[src/rtl/score_ctrl.sv]
// Game-phase controller for the on-screen score counter: sequences IDLE/PLAY/DRAIN/OVER,
// turns multi-point events into a one-per-clock increase pulse train and tracks the best score.
module score_ctrl #(
    parameter int HOLD_FRAMES = 180,
    parameter int PEND_MAX    = 15
) (
    input  logic        clk,
    input  logic        rst,
    input  logic        start,
    input  logic        game_over,
    input  logic        frame_tick,
    input  logic        point_evt,
    input  logic [1:0]  point_val,
    output logic        module_en,
    output logic        increase,
    output logic [1:0]  game_state,
    output logic [11:0] score_bcd,
    output logic [11:0] best_bcd,
    output logic        new_record
);

    typedef enum logic [1:0] {
        S_IDLE  = 2'b00,
        S_PLAY  = 2'b01,
        S_DRAIN = 2'b10,
        S_OVER  = 2'b11
    } state_t;

    localparam int              HOLD_W     = (HOLD_FRAMES > 1) ? $clog2(HOLD_FRAMES) : 1;
    localparam logic [HOLD_W-1:0] HOLD_LAST = HOLD_W'(HOLD_FRAMES - 1);
    localparam logic [4:0]      PEND_LIMIT = 5'(PEND_MAX);

    state_t              r_state;
    state_t              w_nextState;
    logic [3:0]          r_pending;
    logic [11:0]         r_score;
    logic [11:0]         r_best;
    logic                r_newRecord;
    logic [HOLD_W-1:0]   r_hold;

    logic                w_increase;
    logic                w_accept;
    logic [1:0]          w_addVal;
    logic [4:0]          w_pendSum;
    logic [3:0]          w_pendNext;
    logic                w_holdDone;
    logic                w_drainDone;

    function automatic logic [11:0] bcdInc(input logic [11:0] v);
        logic [3:0] d0;
        logic [3:0] d1;
        logic [3:0] d2;
        d0 = v[3:0];
        d1 = v[7:4];
        d2 = v[11:8];
        if (d0 == 4'd9) begin
            d0 = 4'd0;
            if (d1 == 4'd9) begin
                d1 = 4'd0;
                d2 = (d2 == 4'd9) ? 4'd0 : d2 + 4'd1;
            end else begin
                d1 = d1 + 4'd1;
            end
        end else begin
            d0 = d0 + 4'd1;
        end
        return {d2, d1, d0};
    endfunction

    always_ff @(posedge clk) begin
        if (!rst) begin
            r_state <= S_IDLE;
        end else begin
            r_state <= w_nextState;
        end
    end

    always_comb begin
        w_nextState = r_state;
        case (r_state)
            S_IDLE:  if (start)                 w_nextState = S_PLAY;
            S_PLAY:  if (game_over)             w_nextState = S_DRAIN;
            S_DRAIN: if (r_pending == 4'd0)     w_nextState = S_OVER;
            S_OVER:  if (start || w_holdDone)   w_nextState = S_IDLE;
            default:                            w_nextState = S_IDLE;
        endcase
    end

    always_comb begin
        module_en  = (r_state != S_IDLE);
        w_increase = ((r_state == S_PLAY) || (r_state == S_DRAIN)) && (r_pending != 4'd0);
        game_state = r_state;
    end

    // Accepted points and the pulse being emitted this cycle are netted before saturating,
    // so an add that lands on a full queue still loses only the true overflow.
    assign w_accept    = (r_state == S_PLAY) && point_evt && (point_val != 2'd0);
    assign w_addVal    = w_accept ? point_val : 2'd0;
    assign w_pendSum   = {1'b0, r_pending} + {3'b000, w_addVal} - {4'b0000, w_increase};
    assign w_pendNext  = (w_pendSum > PEND_LIMIT) ? PEND_LIMIT[3:0] : w_pendSum[3:0];
    assign w_holdDone  = frame_tick && (r_hold == HOLD_LAST);
    assign w_drainDone = (r_state == S_DRAIN) && (r_pending == 4'd0);

    always_ff @(posedge clk) begin
        if (!rst) begin
            r_pending   <= 4'd0;
            r_score     <= 12'h000;
            r_best      <= 12'h000;
            r_newRecord <= 1'b0;
            r_hold      <= '0;
        end else begin
            r_pending <= w_pendNext;

            if (r_state == S_IDLE) begin
                r_score <= 12'h000;
            end else if (w_increase) begin
                r_score <= bcdInc(r_score);
            end

            // Packed BCD digits compare correctly as a plain unsigned number (hundreds dominate).
            if ((r_state == S_IDLE) && start) begin
                r_newRecord <= 1'b0;
            end else if (w_drainDone) begin
                if (r_score > r_best) begin
                    r_best      <= r_score;
                    r_newRecord <= 1'b1;
                end else begin
                    r_newRecord <= 1'b0;
                end
            end

            if ((r_state != S_OVER) || start || w_holdDone) begin
                r_hold <= '0;
            end else if (frame_tick) begin
                r_hold <= r_hold + 1'b1;
            end
        end
    end

    assign increase   = w_increase;
    assign score_bcd  = r_score;
    assign best_bcd   = r_best;
    assign new_record = r_newRecord;

endmodule
[config.mk]
export PLATFORM = sky130hd
export DESIGN_NAME = score_ctrl
export DESIGN_NICKNAME = d
export VERILOG_FILES = /design/src/rtl/score_ctrl.sv
export SDC_FILE = /design/constraint.sdc
export NUM_CORES = 1
export LEC_CHECK = 0
export CAP_MARGIN = 20
export CORE_MARGIN = 2
export CORE_UTILIZATION = 51
export CTS_BUF_LIST = sky130_fd_sc_hd__clkbuf_8
export CTS_CLUSTER_SIZE = 20
export DETAILED_ROUTE_END_ITERATION = 10
export GPL_ROUTABILITY_DRIVEN = 0
export PLACE_DENSITY = 0.79
export SLEW_MARGIN = 15
export SYNTH_ARGS = -nofsm -noshare
export SYNTH_HDL_FRONTEND = slang
export SYNTH_SLANG_ARGS = --single-unit
[constraint.sdc]
create_clock -name clk -period 2.7 [get_ports clk]
set_input_delay 0.27 -clock clk [delete_from_list [all_inputs] [get_ports clk]]
set_output_delay 0.27 -clock clk [all_outputs]
set_load 0.03 [all_outputs]
==> reports/qor.yml, run 1 <==
vdd_drop_max_mv: 0.8908
hold_viol: 0
worst-path-stages: 13
outcome: "complete, no violations"
htreeDepth: 2
drt_first_iter_violations: 112
fill_cells: 407
hold_class: "register to register"
start_util_pct: 52.35
clock_skew_ns: 0.006234
drt-total-wl_mm: 5.597
arrival_ns: 2.81
yosys_most_used_dff: "dfxtp_1"
p_total_uw: 2361
drc: 0
setup_viol: 0
slew_headroom_pct: 56.80
firstDrtPassIters: 5
synth-seq-area-share_pct: 31.79
synth_top_area_cell: "dfxtp_1"
detail-route-antenna-nets: 0
synth-seq-cells: 39
synth_area_mm2: 0.002456
viasPerCell: 5.852
hold_path_depth: 2
dpl-instance-area_mm2: 0.002880
cts_sinks: 39
r2r_start: "r_pending[3]"
antenna_cells: 0
cts_buffers: 5
avgSynthCellArea_um2: 8.411
rr_worst_depth: 13
path_cells: "inv_4, ha_4, or3b_4, and2_4, ha_4, inv_2, ha_4, fa_2, a21oi_4, o21bai_4, xnor2_2, nor2_1, nor2_1"
period_share_pct: 97.60
path_max_fanout: 3
synth_edf_count: 0
cp_slowest_cell: "fa_2"
cts_tree: "done"
reg2reg_slack_ns: 0.06
die_h_um: 73.40
io_pins: 37
synth.distinct_cells: 43
die_w_um: 73.40
drv_slew: 0
cp-start-kind: "register"
cap_viol_max_count: 0
hp-start: "game_state[1]"
crit_family: "adder cells"
synth_top_area_share_pct: 31.79
core_mm2: 0.004692
cts_root_buf: "clkbuf_8"
cp.buffers_inverters: 2
grt_start_max_net_pins: 26
critPathKind: "register to register"
worst_path_largest_cell_delay_ns: 0.40
nNetsFinal: 363
fin_area_mm2: 0.003083
synth_nets: 325
grt_use_total_pct: 22.07
final_core_utilization_pct: 65.71
path_clk_slew_ns: 0.07
cts.path.max_buffers: 2
synth_warnings: 0
min_period_ns: 2.635
via_count: 2253
cpMostUsedCell: "ha_4"
r2r-end: "r_pending[1]"
grt_pass1_vias: 2169
postCtsHoldBufs: 0
std_cell_rows: 25
worst_pin_slew_ns: 0.6479
p_leak_uw: 0.001092
portBuffers: 36
synthCells: 292
post_drt_wl_per_cell_um: 14.54
p_per_area_mw_per_mm2: 765.7
async_flop_share_pct: 0
area_growth_pct: 25.52
drive_above_1_share_pct: 12.08
cp-end-kind: "register"
holdPathEnd: "game_state[1]"
critPathRequiredTime_ns: 2.88
overflow: 0
yosys-top-cells-area: "dfxtp_1 (32%), ha_1 (12%), inv_1 (4.3%)"
antenna_found_initial: 0
clkLatencyLatePin_ns: 0.30
die-area_mm2: 0.005387
grt_first_pass_wirelength_mm: 9.308
timing.fmax_ghz: 0.3795
hpwl_mm: 3.978
state kept, by name, summed over array words and instances, names as in the netlist:
register / cells
game_state: 2
r_hold: 8
score_bcd: 12
new_record: 1
best_bcd: 12
r_pending: 4
synthesized netlist by cell type, drive strengths merged, types with 9 or more instances:
cell    number
a21oi       15
and2        11
clkbuf       9
dfxtp       39
ha          24
inv         28
nand2       25
nor2        28
o211ai      13
o311ai      13
or4         12
xnor2       12
through the flow:
stage | worst slack [ns] | TNS [ns] | cells | hold slack, ns
6_report | 0.06484 | 0 | 385 | 0.4961
5_1_grt | -0.01235 | -0.01235 | 385 | 0.5184
4_1_cts | 0.0004883 | 0 | 383 | 0.4950
3_5_place_dp | -0.07265 | -0.2101 | 375 | 0.4820
3_3_place_gp | 0.04936 | 0 | 375 | 0.4806
2_1_floorplan | 0.04298 | 0 | 292 | 0.4068
routing by layer:
metal	share of wire (%)	up-vias	global-route usage, %
met3	3.9	6	5.075
met1	44	1083	25.32
met4	0.98	0	8.889
met5	0	-	0
li1	-	1114	-
met2	51	50	39.34
how the worst max path moves through the flow:
stage | startpoint | end | slack [ns]
2_1_floorplan | r_pending[3] | r_pending[0] | 0.04
3_3_place_gp | r_pending[3] | r_pending[1] | 0.05
3_5_place_dp | r_pending[3] | r_pending[1] | -0.07
4_1_cts | r_pending[3] | r_pending[1] | 0.0005
5_1_grt | r_pending[3] | r_pending[1] | -0.01
6_report | r_pending[3] | r_pending[1] | 0.06
layout by cell type, fill, tap and decap left out, drive strengths merged, types with 2 or more instances in the layout:
master         count
inv               29
or4               12
nor4               2
o21ai              6
nor2b              6
dfxtp             39
ha                24
mux2i              2
o311ai            13
clkdlybuf4s50     36
clkbuf             7
buf                9
and2              11
nand3              6
nand2             25
nor3b              5
a21oi             15
nor3               3
nand4              6
nor2              28
xor2               5
a21o               3
xnor2             12
nand4bb            2
o211ai            13
worst min-delay path, delay by kind of cell, from the launching register on:
kind / cells / cell delay, ns
flops: 1 / 0.35
simple gates: 1 / 0.06
compound gates: 1 / 0.05
power by group:
part | switching, uW | internal (uW)
clock | 212 | 230
combinational | 645 | 578
sequential | 57.4 | 639
area by class of cell:
class                   count  area, um^2  share of cell area (%)
clock inverters             1       3.754                  0.1218
inverters                  28       107.6                   3.490
repair buffers             45       427.9                   13.88
flip-flops and latches     39       788.3                   25.57
well taps                  54       67.56                   2.192
multi-input cells         211        1592                   51.62
clock buffers               7       96.34                   3.125
what timing repair did:
action	CTS	global route
setup endpoints to repair	4	4
resized for setup	4	16
pin swaps	2	6
buffers inserted	0	2
cloned	0	0
cell families after synthesis:
logic type | Yosys count | share of synthesized area (%)
buffers and inverters | 42 | 6.775
multiplexers | 2 | 0.8151
XOR/XNOR | 17 | 6.062
adder cells (fa/ha/maj) | 25 | 13.04
flip-flops | 39 | 31.79
AND/OR/NAND/NOR | 111 | 24.76
AO/OA/AOI/OAI | 56 | 16.76
Power figures use the tool's default switching activity.
==> run 2, diff against run 1 <==
Settings changed: CORE_UTILIZATION 51 to 54, PLACE_DENSITY 0.79 to 0.8.
Clock period 2.7 ns to 3 ns, I/O delays scaled along.
==> reports/qor.yml, run 2 (synthesized netlist as in run 1, its figures left out) <==
place_ws_ns: 0.2138
hpwl_mm: 3.963
drv_slew: 0
cp-start-kind: "register"
pwr-share-seq_pct: 33.7
worstSetupEndpoint: "r_pending[1]"
antenna_found_initial: 0
die_w_um: 71.44
netSwitchingPower_uw: 714.0
critPathRequiredTime_ns: 3.18
cpMostUsedCell: "ha_1"
crit_path_start: "r_pending[3]"
timing.fmax_ghz: 0.3554
path_max_fanout: 4
period_share_pct: 93.79
drive_above_1_share_pct: 6.991
viasPerCell: 5.646
min_period_ns: 2.814
clkPwrFrac_pct: 19.8
overflow: 0
worst_path_largest_cell_delay_ns: 0.41
hold_viol: 0
grt_pass1_vias: 2039
layout_common_cells: "dfxtp_1 (39), clkdlybuf4s50_1 (36), inv_1 (28), nor2_1 (28)"
via_count: 2151
cts.path.max_buffers: 2
drc: 0
area_growth_pct: 20.68
cts_root_buf: "clkbuf_8"
rr_worst_depth: 13
start_util_pct: 56.41
fin_area_mm2: 0.002964
comb_power_share_pct: 46.5
worst_slack_ns: 0.1864
firstDrtPassIters: 4
worst-path-stages: 13
p_per_area_mw_per_mm2: 610.0
hold_slack_ns: 0.4993
cap_viol_max_count: 0
cp-end-kind: "register"
outcome: "complete, no violations"
die_h_um: 71.44
antenna_cells: 0
slew_headroom_pct: 57.24
met3WireLength_um: 212
drt-total-wl_mm: 5.260
clkLatencyLatePin_ns: 0.30
crit_family: "adder cells"
cp.buffers_inverters: 2
r2r_start: "r_pending[3]"
grt_first_pass_wirelength_mm: 8.956
p_leak_uw: 0.001052
vdd_drop_max_mv: 0.7251
io_pins: 37
std_cell_rows: 24
setup_viol: 0
cts_tree: "done"
path_cells: "inv_1, ha_1, or3b_4, and2_1, ha_1, inv_1, ha_1, fa_1, a21oi_1, o21bai_1, xnor2_1, nor2_1, nor2_1"
htreeDepth: 2
hold_path_depth: 2
post_drt_wl_per_cell_um: 13.81
clock_skew_ns: 0.002374
dpl-instance-area_mm2: 0.002873
layout_commonest_cell: "dfxtp_1"
nNetsFinal: 361
wl_met2_mm: 2.638
core_mm2: 0.004354
switching_share_pct: 39.49
wl_met1_mm: 2.328
setup_tns_ns: 0
drt_first_iter_violations: 89
path_clk_slew_ns: 0.08
grt_start_max_net_pins: 26
critPathKind: "register to register"
intPower_uw: 1094
cts_sinks: 39
portBuffers: 36
cts_buffers: 5
arrival_ns: 2.99
cp_slowest_cell: "or3b_4"
r2r-end: "r_pending[1]"
die-area_mm2: 0.005104
grt_use_total_pct: 21.91
detail-route-antenna-nets: 0
hold_class: "register to register"
final_core_utilization_pct: 68.07
reg2reg_slack_ns: 0.19
worst_pin_slew_ns: 0.6415
maxUsedRoutingLayer: "met4"
-- run 2: how the worst min path moves through the flow --
stage	slack [ns]	start	endpoint
floorplan	0.44	frame_tick	r_hold[0]
global placement	0.48	new_record	new_record
detailed placement	0.48	new_record	new_record
CTS	0.50	new_record	new_record
global route	0.55	best_bcd[2]	best_bcd[2]
finish	0.50	new_record	new_record
-- run 2: worst register-to-register path: cells and delay by family (launching register included) --
kind                     cells  cell delay [ns]
AND/OR/NAND/NOR              4             0.75
XOR/XNOR                     1             0.16
buffers and inverters        2             0.15
adder cells (fa/ha/maj)      4             1.06
flip-flops                   1             0.32
AO/OA/AOI/OAI                2             0.25
-- run 2: what timing repair did --
action	in CTS	in global routing
buffers inserted	0	0
hold endpoints to repair	0	0
hold buffers	0	0
resized for setup	0	1
setup endpoints to repair	0	1
-- run 2: area by class of cell --
class,count,area (um^2)
tap,52,65.06
sequential,39,780.7
multi-input combinational,211,1511
clock inverter,3,20.02
clock buffer,5,68.82
fill,391,1390
inverter,28,105.1
timing repair buffer,43,412.9
-- run 2: through the flow --
step	instances	power, uW
final	381	1808
after global routing	381	1933
after CTS	381	1803
after detailed placement	373	1447
after global placement	373	1426
after floorplan	292	1231
-- run 2: per-layer routing --
| metal | global-route usage, % | up-vias |
|---|---|---|
| li1 | - | 1109 |
| met1 | 26.95 | 988 |
| met2 | 38.27 | 46 |
| met3 | 4.501 | 8 |
| met4 | 7.128 | 0 |
| met5 | 0 | - |
-- run 2: power by group through the flow --
stage | clock network [uW] | logic, uW | registers [uW]
final | 358 | 842 | 609
after global placement | 0 | 811 | 615
after floorplan | 0 | 584 | 647
after global routing | 384 | 932 | 616
after detailed placement | 0 | 829 | 618
after CTS | 365 | 833 | 605
==> run 3, diff against run 2 <==
Settings changed: CORE_MARGIN 2 to 10, SKIP_CTS_REPAIR_TIMING set to 1.
==> reports/qor.yml, run 3 (synthesized netlist as in run 1, its figures left out) <==
hp-start: "new_record"
cts.path.max_buffers: 2
start_util_pct: 56.02
post_drt_wl_per_cell_um: 14.57
reg2reg_slack_ns: 0.19
holdPathEnd: "new_record"
path_max_fanout: 4
cts_root_buf: "clkbuf_8"
setup_tns_ns: 0
rr_worst_depth: 12
hold_class: "register to register"
clkLatencyLatePin_ns: 0.29
cp-end-kind: "register"
p_per_area_mw_per_mm2: 654.3
grt_start_max_net_pins: 26
hold_viol: 0
cts_tree: "done"
worst_pin_slew_ns: 0.6419
die_w_um: 87.44
setup_viol: 0
cap_viol_max_count: 0
cts_sinks: 39
overflow: 0
hold_slack_ns: 0.5024
std_cell_rows: 24
grt_first_pass_wirelength_mm: 9.432
grt_pass1_vias: 2118
detail-route-antenna-nets: 0
firstDrtPassIters: 4
outcome: "complete, no violations"
r2r_start: "r_pending[3]"
area_growth_pct: 21.75
arrival_ns: 2.98
die-area_mm2: 0.007646
p_total_uw: 1957
path_clk_slew_ns: 0.07
layout_commonest_cell: "dfxtp_1"
portBuffers: 36
hpwl_mm: 4.157
layout_common_cells: "dfxtp_1 (39), clkdlybuf4s50_1 (36), inv_1 (29), nor2_1 (28)"
drc: 0
viasPerCell: 5.702
slew_headroom_pct: 57.21
drive_above_1_share_pct: 5.810
min_period_ns: 2.810
p_leak_uw: 0.001070
cts_buffers: 5
via_count: 2161
core_mm2: 0.004384
drv_slew: 0
critPathKind: "register to register"
clock_skew_ns: 0.004857
drt_first_iter_violations: 106
antenna_found_initial: 0
critPathRequiredTime_ns: 3.17
vdd_drop_max_mv: 0.7666
period_share_pct: 93.68
r2r-end: "r_pending[3]"
antenna_cells: 0
hold_path_depth: 2
htreeDepth: 2
cp-start-kind: "register"
io_pins: 37
grt_use_total_pct: 14.90
rsz0062_at_grt: "no"
timing.fmax_ghz: 0.3558
nNetsFinal: 359
drt-total-wl_mm: 5.523
die_h_um: 87.44
run 3: cell types whose count changed in the layout (fill, tap and decap cells not counted), sizes merged:
cell | previous run | this run
clkinvlp | 2 | 0
clkinv | 1 | 0
buf | 7 | 5
bufinv | 0 | 2
inv | 28 | 29
run 3: power by group:
group | switching (uW) | internal, uW | total (uW)
sequential | 40.8 | 566 | 607
combinational | 472 | 359 | 832
clock | 189 | 329 | 518
run 3: layout make-up:
type	instances	area, um^2
Multi-Input combinational cell	211	1509
Fill cell	376	1394
Sequential cell	39	780.7
Timing Repair Buffer	41	397.9
Inverter	28	105.1
Clock buffer	5	68.82
Tap cell	52	65.06
Clock inverter	3	63.81
run 3: stage by stage:
| step | cells | setup WS (ns) | util (%) | area (um^2) |
|---|---|---|---|---|
| after floorplan | 292 | 0.1542 | - | 2456 |
| after global placement | 371 | 0.2741 | 65.18 | 2858 |
| after detailed placement | 371 | 0.2059 | 65.18 | 2858 |
| after CTS | 379 | 0.2031 | 68.21 | 2990 |
| after global routing | 379 | 0.05631 | 68.21 | 2990 |
| final | 379 | 0.1897 | 68.21 | 2990 |
run 3: metal layers:
metal	global-route usage, %	up-vias	routed length (um)
met2	25.26	41	2662
met3	4.494	6	307
met5	0	-	0
li1	-	1106	-
met4	4.493	0	56
met1	17.50	1008	2496
run 3: worst max path at each step:
stage | end | slack (ns) | cells after the start | start
finish | r_pending[3] | 0.19 | 12 | r_pending[3]
floorplan | r_pending[0] | 0.15 | 12 | game_state[0]
CTS | r_pending[3] | 0.20 | 12 | r_pending[3]
global route | r_pending[3] | 0.06 | 12 | r_pending[3]
global placement | r_pending[1] | 0.27 | 13 | r_pending[3]
detailed placement | r_pending[0] | 0.21 | 13 | r_pending[3]
run 3: worst max-delay path, cell delays in order (launching register included):
cell and delay (ns):
dfxtp_1 0.32, inv_1 0.12, ha_1 0.16, or3b_1 0.40, and2_1 0.22, ha_1 0.28, inv_1 0.04, ha_1 0.19
fa_1 0.40, a21oi_1 0.14, o21bai_1 0.11, xnor2_1 0.20, a21oi_1 0.09
